==> src/rtl/keypad_pkg.sv <==
// Shared types and default timing for the keypad event debouncer.
// The optional typematic auto-repeat is built only when KEYPAD_REPEAT_EN is defined.
package keypad_pkg;

  typedef enum logic [1:0] {
    IDLE       = 2'd0,
    PRESS_DB   = 2'd1,
    HELD       = 2'd2,
    RELEASE_DB = 2'd3
  } kd_state_t;

  localparam int NO_KEY = 0;

  // Defaults assume a 3 MHz clock: 20 ms press, 10 ms release, 0.5 s delay, 0.1 s period.
  localparam int DEF_PRESS_CYCLES   = 60000;
  localparam int DEF_RELEASE_CYCLES = 30000;
  localparam int DEF_REPEAT_DELAY   = 1500000;
  localparam int DEF_REPEAT_PERIOD  = 300000;

  function automatic int kd_max(input int a, input int b);
    return (a > b) ? a : b;
  endfunction

endpackage

==> src/rtl/kd_cycle_timer.sv <==
// Saturating cycle counter with synchronous clear (priority over enable) and a
// terminal-count flag that is high while the count equals limit_i.
module kd_cycle_timer #(
  parameter int WIDTH = 16
) (
  input  logic             clk,
  input  logic             rst_n,
  input  logic             clr_i,
  input  logic             en_i,
  input  logic [WIDTH-1:0] limit_i,
  output logic             tc_o
);

  logic [WIDTH-1:0] cnt_q, cnt_d;

  // NOTE: next-state logic assigns its output first on every path, so no latch is inferred.
  always_comb begin
    cnt_d = cnt_q;
    if (clr_i) begin
      cnt_d = '0;
    end else if (en_i && (cnt_q != '1)) begin
      cnt_d = cnt_q + WIDTH'(1);
    end
  end

  // NOTE: sequential state uses non-blocking assignments so every flop samples pre-edge values.
  always_ff @(posedge clk or negedge rst_n) begin
    if (!rst_n) begin
      cnt_q <= '0;
    end else begin
      cnt_q <= cnt_d;
    end
  end

  assign tc_o = (cnt_q == limit_i);

endmodule

==> src/rtl/keypad_event_debouncer.sv <==
// Keypad debouncer with press/hold/release life cycle, ghost rejection and event strobes.
// Define KEYPAD_REPEAT_EN to build the typematic auto-repeat generator.
module keypad_event_debouncer
  import keypad_pkg::*;
#(
  parameter int CODE_W         = 4,
  parameter int PRESS_CYCLES   = DEF_PRESS_CYCLES,
  parameter int RELEASE_CYCLES = DEF_RELEASE_CYCLES,
  parameter int REPEAT_DELAY   = DEF_REPEAT_DELAY,
  parameter int REPEAT_PERIOD  = DEF_REPEAT_PERIOD
) (
  input  logic              clk,
  input  logic              rst_n,
  input  logic [CODE_W-1:0] key_code,
  input  logic              key_detected,
  input  logic              multi_key,
  output logic              key_valid,
  output logic [CODE_W-1:0] debounced_key,
  output logic              press_pulse,
  output logic              release_pulse,
  output logic              repeat_pulse
);

  localparam int CNT_W = $clog2(kd_max(PRESS_CYCLES, RELEASE_CYCLES) + 1);
  localparam logic [CNT_W-1:0] PRESS_LAST   = CNT_W'(PRESS_CYCLES - 1);
  localparam logic [CNT_W-1:0] RELEASE_LAST = CNT_W'(RELEASE_CYCLES - 1);

  kd_state_t         state_q, state_d;
  logic [CODE_W-1:0] latched_q, latched_d;
  logic              press_q, press_d;
  logic              release_q, release_d;
  logic              good, match, held;
  logic              db_clr, db_en, db_tc;
  logic [CNT_W-1:0]  db_limit;

  assign good     = key_detected && !multi_key && (key_code != CODE_W'(NO_KEY));
  assign match    = good && (key_code == latched_q);
  assign held     = (state_q == HELD) || (state_q == RELEASE_DB);
  assign db_limit = (state_q == RELEASE_DB) ? RELEASE_LAST : PRESS_LAST;

  kd_cycle_timer #(.WIDTH(CNT_W)) u_db_timer (
    .clk     (clk),
    .rst_n   (rst_n),
    .clr_i   (db_clr),
    .en_i    (db_en),
    .limit_i (db_limit),
    .tc_o    (db_tc)
  );

  // The window counter only advances on the "keep waiting" paths; every transition restarts it.
  always_comb begin
    state_d   = state_q;
    latched_d = latched_q;
    press_d   = 1'b0;
    release_d = 1'b0;
    db_clr    = 1'b1;
    db_en     = 1'b0;
    case (state_q)
      IDLE: begin
        if (good) begin
          state_d   = PRESS_DB;
          latched_d = key_code;
        end
      end
      PRESS_DB: begin
        if (!good) begin
          state_d   = IDLE;
          latched_d = CODE_W'(NO_KEY);
        end else if (key_code != latched_q) begin
          latched_d = key_code;
        end else if (db_tc) begin
          state_d = HELD;
          press_d = 1'b1;
        end else begin
          db_clr = 1'b0;
          db_en  = 1'b1;
        end
      end
      HELD: begin
        if (!match) state_d = RELEASE_DB;
      end
      RELEASE_DB: begin
        if (match) begin
          state_d = HELD;
        end else if (db_tc) begin
          state_d   = IDLE;
          release_d = 1'b1;
          latched_d = CODE_W'(NO_KEY);
        end else begin
          db_clr = 1'b0;
          db_en  = 1'b1;
        end
      end
      default: begin
        state_d   = IDLE;
        latched_d = CODE_W'(NO_KEY);
      end
    endcase
  end

  always_ff @(posedge clk or negedge rst_n) begin
    if (!rst_n) begin
      state_q   <= IDLE;
      latched_q <= CODE_W'(NO_KEY);
      press_q   <= 1'b0;
      release_q <= 1'b0;
    end else begin
      state_q   <= state_d;
      latched_q <= latched_d;
      press_q   <= press_d;
      release_q <= release_d;
    end
  end

  assign key_valid     = held;
  assign debounced_key = held ? latched_q : CODE_W'(NO_KEY);
  assign press_pulse   = press_q;
  assign release_pulse = release_q;

`ifdef KEYPAD_REPEAT_EN
  localparam int RPT_W = $clog2(kd_max(REPEAT_DELAY, REPEAT_PERIOD) + 1);
  localparam logic [RPT_W-1:0] DELAY_LAST  = RPT_W'(REPEAT_DELAY - 1);
  localparam logic [RPT_W-1:0] PERIOD_LAST = RPT_W'(REPEAT_PERIOD - 1);

  logic rpt_tc, rpt_fire, rpt_clr;
  logic rpt_first_q, rpt_first_d;
  logic repeat_q;

  // Timer runs through release debounce; a strobe is withheld on the release edge itself.
  assign rpt_fire = held && rpt_tc && !release_d;
  assign rpt_clr  = !held || rpt_fire || release_d;

  always_comb begin
    rpt_first_d = rpt_first_q;
    if (!held || release_d) begin
      rpt_first_d = 1'b0;
    end else if (rpt_fire) begin
      rpt_first_d = 1'b1;
    end
  end

  kd_cycle_timer #(.WIDTH(RPT_W)) u_rpt_timer (
    .clk     (clk),
    .rst_n   (rst_n),
    .clr_i   (rpt_clr),
    .en_i    (held),
    .limit_i (rpt_first_q ? PERIOD_LAST : DELAY_LAST),
    .tc_o    (rpt_tc)
  );

  always_ff @(posedge clk or negedge rst_n) begin
    if (!rst_n) begin
      rpt_first_q <= 1'b0;
      repeat_q    <= 1'b0;
    end else begin
      rpt_first_q <= rpt_first_d;
      repeat_q    <= rpt_fire;
    end
  end

  assign repeat_pulse = repeat_q;
`else
  assign repeat_pulse = 1'b0;
`endif

endmodule

==> config.mk <==
export PLATFORM = sky130hd
export DESIGN_NAME = keypad_event_debouncer
export DESIGN_NICKNAME = d
export VERILOG_FILES = /design/src/rtl/keypad_pkg.sv /design/src/rtl/kd_cycle_timer.sv /design/src/rtl/keypad_event_debouncer.sv
export SDC_FILE = /design/constraint.sdc
export NUM_CORES = 1
export LEC_CHECK = 0
export BUFFER_PORTS_ARGS = -buffer_cell sky130_fd_sc_hd__buf_2
export CORE_ASPECT_RATIO = 1.25
export CORE_MARGIN = 2
export CORE_UTILIZATION = 35
export DETAILED_ROUTE_END_ITERATION = 8
export GPL_ROUTABILITY_DRIVEN = 0
export PLACE_DENSITY_LB_ADDON = 0.05
export SLEW_MARGIN = 20
export SYNTH_ARGS = -nofsm -noshare
export SYNTH_HDL_FRONTEND = slang
export SYNTH_SLANG_ARGS = --single-unit
==> constraint.sdc <==
create_clock -name clk -period 3.7 [get_ports clk]
set_clock_uncertainty 0.1 [all_clocks]
set_input_delay 0.37 -clock clk [delete_from_list [all_inputs] [get_ports clk]]
set_output_delay 0.37 -clock clk [all_outputs]
set_load 0.03 [all_outputs]
### Yosys cells after proc, flatten, opt, wreduce, memory -nomap -nowiden

Index checks and enable logic that the tools add are counted.

* output and inout bits: 8
* input bits: 8
* bits in registers: 24
* word-level logic and storage cells: 66

* reductions and logical operators: 12
* mux-type cells: 33
* eq/ne operators: 15
* add/subtract/negate cells: 1

Operator list (count)
* two-way mux 16 bit: 3
* two-way mux 4 bit: 6
* adder 16 x 1 -> 16 bit, second input constant: 1
* equality test 16 bit: 1
* != test 16 bit, second input constant: 1
* two-way mux 2 bit: 7
* two-way mux 1 bit: 13
* != test 3 bit, second input constant: 4
* one-hot mux 4 bit (3 select lines): 1
* AND reduction 5 bit: 2
* != test 2 bit, second input constant: 4
* one-hot mux 2 bit (4 select lines): 1
* equality test 2 bit, second input constant: 2
* equality test 4 bit: 1
* logical AND 1 bit: 4
* != test 4 bit: 1
* one-hot mux 1 bit (2 select lines): 2
* nonzero test 4 bit: 1
* nonzero test 3 bit: 1
* equality test 2 x 1 -> 1 bit, second input constant: 1
* logical NOT 2 bit: 1
* nonzero test 2 bit: 1
* logical NOT 1 bit: 1
* logical OR 1 bit: 1

### Logic depth before layout (Yosys ltp)

* depth after elaboration: 10
* gate-level depth with buffers: 7
* mapped depth without buffers: 6

### Modules after synthesis

Synthesis repeated with hierarchy kept, for this count alone.

* cells, all modules: 184
* area, all modules: 1614.0 µm²

By module, submodules not included
* kd_cycle_timer: sequential area each 400.4 µm², cells an instance 117, times used 1, area each 1057.3 µm²
* keypad_event_debouncer: sequential area each 200.2 µm², cells an instance 67, times used 1, area each 556.8 µm²

### Worst setup path after synthesis

No wires, ideal clock.

* kind: register to register
* start: register state_q[0]
* end: register u_db_timer.cnt_q[15]
* library setup time: 118 ps
* setup slack: 1802 ps
* arrival time: 1679 ps
* data required time: 3482 ps
* buffers on the path: 2
* cell stages (with the launch flop): 8
* period minus slack after synthesis: 1898 ps
* path through: dfrtp_1 -> buf_6 -> nand2_2 -> or4b_4 -> a211o_1 -> o211ai_2 -> buf_6 -> nor2_1

* longest elaborated chain between the ends: 9
* elaborated cells between the ends (all ways): 17
* classes of those cells: eq/ne: 3; mux: 12; reduce/logical: 2

RTL lines
* from (decl): RTL line keypad_event_debouncer.sv:28 `kd_state_t state_q, state_d;`
* from (signal assigned): RTL line keypad_event_debouncer.sv:108 `state_q <= state_d;`
* equality test 2 bit: RTL line keypad_event_debouncer.sv:39, keypad_event_debouncer.sv:58
* two-way mux 16 bit: RTL line keypad_event_debouncer.sv:39 `assign db_limit = (state_q == RELEASE_DB) ? RELEASE_LAST : PRESS_LAST;`
* equality test 16 bit: RTL line kd_cycle_timer.sv:35 `assign tc_o = (cnt_q == limit_i);`
* two-way mux 1 bit: RTL line keypad_event_debouncer.sv:71, keypad_event_debouncer.sv:85
* two-way mux 1 bit: RTL line keypad_event_debouncer.sv:69 `end else if (key_code != latched_q) begin`
* two-way mux 1 bit: RTL line keypad_event_debouncer.sv:66 `if (!good) begin`
* one-hot mux 1 bit (2 select lines): RTL line keypad_event_debouncer.sv:58 `case (state_q)`
* logical AND 1 bit: RTL line kd_cycle_timer.sv:21 `end else if (en_i && (cnt_q != '1)) begin`
* nonzero test 2 bit (no line)
* to (signal assigned): RTL line kd_cycle_timer.sv:31 `cnt_q <= cnt_d;`
* to (decl): RTL line kd_cycle_timer.sv:14 `logic [WIDTH-1:0] cnt_q, cnt_d;`

Parallel ways exist; a longest one is shown, timed or not.
A chain may end at the register's enable or synchronous reset.

### Worst setup path in the final report

* start: register state_q[1]
* end: register latched_q[1]

* longest elaborated chain between the ends: 5
* elaborated cells between the ends (all ways): 12
* classes of those cells: eq/ne: 7; mux: 2; reduce/logical: 3

RTL lines
* equality test 2 bit: RTL line keypad_event_debouncer.sv:39, keypad_event_debouncer.sv:58
* two-way mux 16 bit: RTL line keypad_event_debouncer.sv:39
* equality test 16 bit: RTL line kd_cycle_timer.sv:35
* != test 2 bit (no line)
* AND reduction 5 bit (no line)
* to (signal assigned): RTL line keypad_event_debouncer.sv:104 `latched_q <= CODE_W'(NO_KEY);`
* to (signal assigned): RTL line keypad_event_debouncer.sv:109 `latched_q <= latched_d;`
* to (decl): RTL line keypad_event_debouncer.sv:29 `logic [CODE_W-1:0] latched_q, latched_d;`

Parallel ways exist; a longest one is shown, timed or not.

==> impl_metrics.ini <==
[finish]
instances_no_fill = 213
final_common_cell = dfrtp_1
fill_cells = 414
multi_input_area_um2 = 791
seqCellArea_um2 = 601
n_antenna_cell = 0
area_growth_pct = 9.76
drive_above_1_share_pct = 16.6
fin_nets = 168
most-common-layout-cells = dfrtp_1 (24), xor2_1 (16), nor2_1 (14), buf_2 (14), and3_1 (7)

[floorplan]
row_count = 26
die_h_um = 75.6
pin_count = 16
die_w_um = 61.3
core_area_um2 = 4000
start_util_pct = 35.9
dieArea_um2 = 4640

[global_route]
antenna_found_initial = 0
grt_max_degree = 25
track_usage_pct = 15.4
grt.overflow.total = 0
grt_pass1_wl_um = 5220
first_global_vias = 1090

[route]
routed_via_density = 5.19
drtIter0Drc = 73
ant_nets = 0
vias = 1106
dr.pass1.iters = 4
wl_um = 3110
post_drt_wl_per_cell_um = 14.6
remaining_drc_errors = 0

[cts]
clock-sinks = 24
cts_tree = yes
clkTransAtPathRegs_ns = 0.09
clock-root-buffer = clkbuf_8
post_cts_buffers = 0
post_cts_resized = 0
cts_buffers = 3
insertion_delay_ns = 0.27
htreeDepth = 1
ctsHoldBuffers = 0
cts_buffer_depth = 2

[yosys]
synthArstFlopShare_pct = 100
yosys_most_used_dff = dfrtp_1
netlist_area_um2 = 1440
synthMuxAreaShare_pct = 1.48
synth-warning-count = 0
netlist_instances = 146
synth_simple_gate_area_share_pct = 28.5
synth_area_leaders = dfrtp_1 (42%), xor2_1 (9.8%), nor2_1 (3.7%)
synth_top_area_cell = dfrtp_1
yosys.cell_types.count = 39
synth_top_area_share_pct = 41.8
synth_edf_count = 0
synth_compound_area_share_pct = 14.2
syn_nets = 155
ys_ff_latch = 24
synth_fa_ha_area_share_pct = 0.871
seq_area_frac_synth_pct = 41.8
synth_area_per_cell_um2 = 9.84
synth-xor-area-share_pct = 9.76
synth_top_family_by_area = simple AND/OR/NAND/NOR gates

[sta]
rsz0062_at_grt = no
period_needed_ns = 2.32
fin_crit_sh_pct = 62.7
max_freq_mhz = 431
slew_headroom_pct = 55.4
tightest_slew_ns = 0.667
worst_slack_ns = 1.38
holdWs_ns = -0.0251
fin_tns_setup_ns = 0
slew_viol_final = 0
finalHoldViolations = 24
setup-violations-final = 0

[run_status]
violations = negative hold slack
status = complete, but fails checks

[critical_path]
required_ns = 3.76
startpoint_type = register
path_class = reg -> reg
cp_data_arrival_time_ns = 2.37
cp_max_fo = 14
end_kind = register

[power]
design_power_total_mw = 0.472
power.density_nw_per_um2 = 300
peakVddDrop_v = 0.000121
leakagePower_nw = 0.659

[place]
dp.cells = 210
post-dp-hpwl_um = 2240
dp_slack_ns = 1.37
port-buffer-count = 14

[hold_path]
hold_path_class = in -> async

[flow_run]
drv_cap = 0
-- final cells by class --
class                   count  area share [%]
clock buffers               3            2.62
flip-flops and latches     24            38.1
multi-input cells         115            50.2
inverters                   1           0.238
repair buffers             14            4.44
well taps                  56            4.44
-- registers in the layout, indices dropped and copies added, names as in the netlist --
signal / count
u_db_timer.cnt_q: 16
latched_q: 4
state_q: 2
press_pulse: 1
release_pulse: 1
-- routing by layer --
| layer | global-route usage, % | wire length [um] | up-vias |
|---|---|---|---|
| met5 | 0 | 0 | - |
| met4 | 5.56 | 40 | 0 |
| met3 | 2.04 | 74 | 4 |
| met2 | 26.1 | 1590 | 15 |
| met1 | 19.7 | 1410 | 526 |
| li1 | - | - | 561 |
-- power breakdown --
part           internal, mW  total (mW)  switching [mW]
Clock                0.0730       0.159          0.0859
Sequential            0.268       0.274         0.00629
Combinational        0.0148      0.0394          0.0246
-- worst paths after layout --
| check | from | end | slack, ns | cells after the start |
|---|---|---|---|---|
| worst min-delay path | rst_n | state_q[0] | -0.03 | 1 |
| worst min register to register | latched_q[2] | latched_q[2] | 0.45 | 1 |
| max in group asynchronous | rst_n | u_db_timer.cnt_q[5] | 3.16 | 1 |
| worst max register to register | state_q[1] | latched_q[1] | 1.38 | 5 |
| worst max-delay path | state_q[1] | latched_q[1] | 1.38 | 5 |
| min in group clk | key_code[3] | latched_q[3] | 0.27 | 2 |
-- worst max-delay path, cell delays in order (launching register included) --
cell	delay, ns
dfrtp_1	0.60
nand2_2	0.17
or4b_4	0.56
a211oi_2	0.25
a31oi_1	0.22
a22o_1	0.29
-- logic make-up after synthesis --
logic type | Yosys count
mux | 2
buf+inv | 7
flops | 24
fa+ha+maj | 1
compound gates | 28
xor+xnor | 16
simple gates | 67
other cells | 1
-- per-stage QoR --
| step | utilization, % | area, um^2 | hold slack (ns) |
|---|---|---|---|
| 2_1_floorplan | - | 1440 | -0.0256 |
| 3_3_place_gp | 38.4 | 1540 | 0.289 |
| 3_5_place_dp | 38.4 | 1540 | 0.301 |
| 4_1_cts | 39.4 | 1580 | 0.00605 |
| 5_1_grt | 39.4 | 1580 | 0.0325 |
| 6_report | 39.4 | 1580 | -0.0251 |
-- cells in the mapped netlist (all sizes together) (2+ instances only) --
cell type,count
a22o,4
clkbuf,3
nand3,5
a211oi,4
o21ai,5
xor2,16
or3,3
and4,3
dfrtp,24
buf,3
nor3,4
nor3b,3
nand3b,2
nand2,7
a31oi,2
o211ai,5
nand4,5
a21oi,6
and2,7
and3,7
nand4b,2
nor2,14
and3b,2
Power figures use the tool's default switching activity.
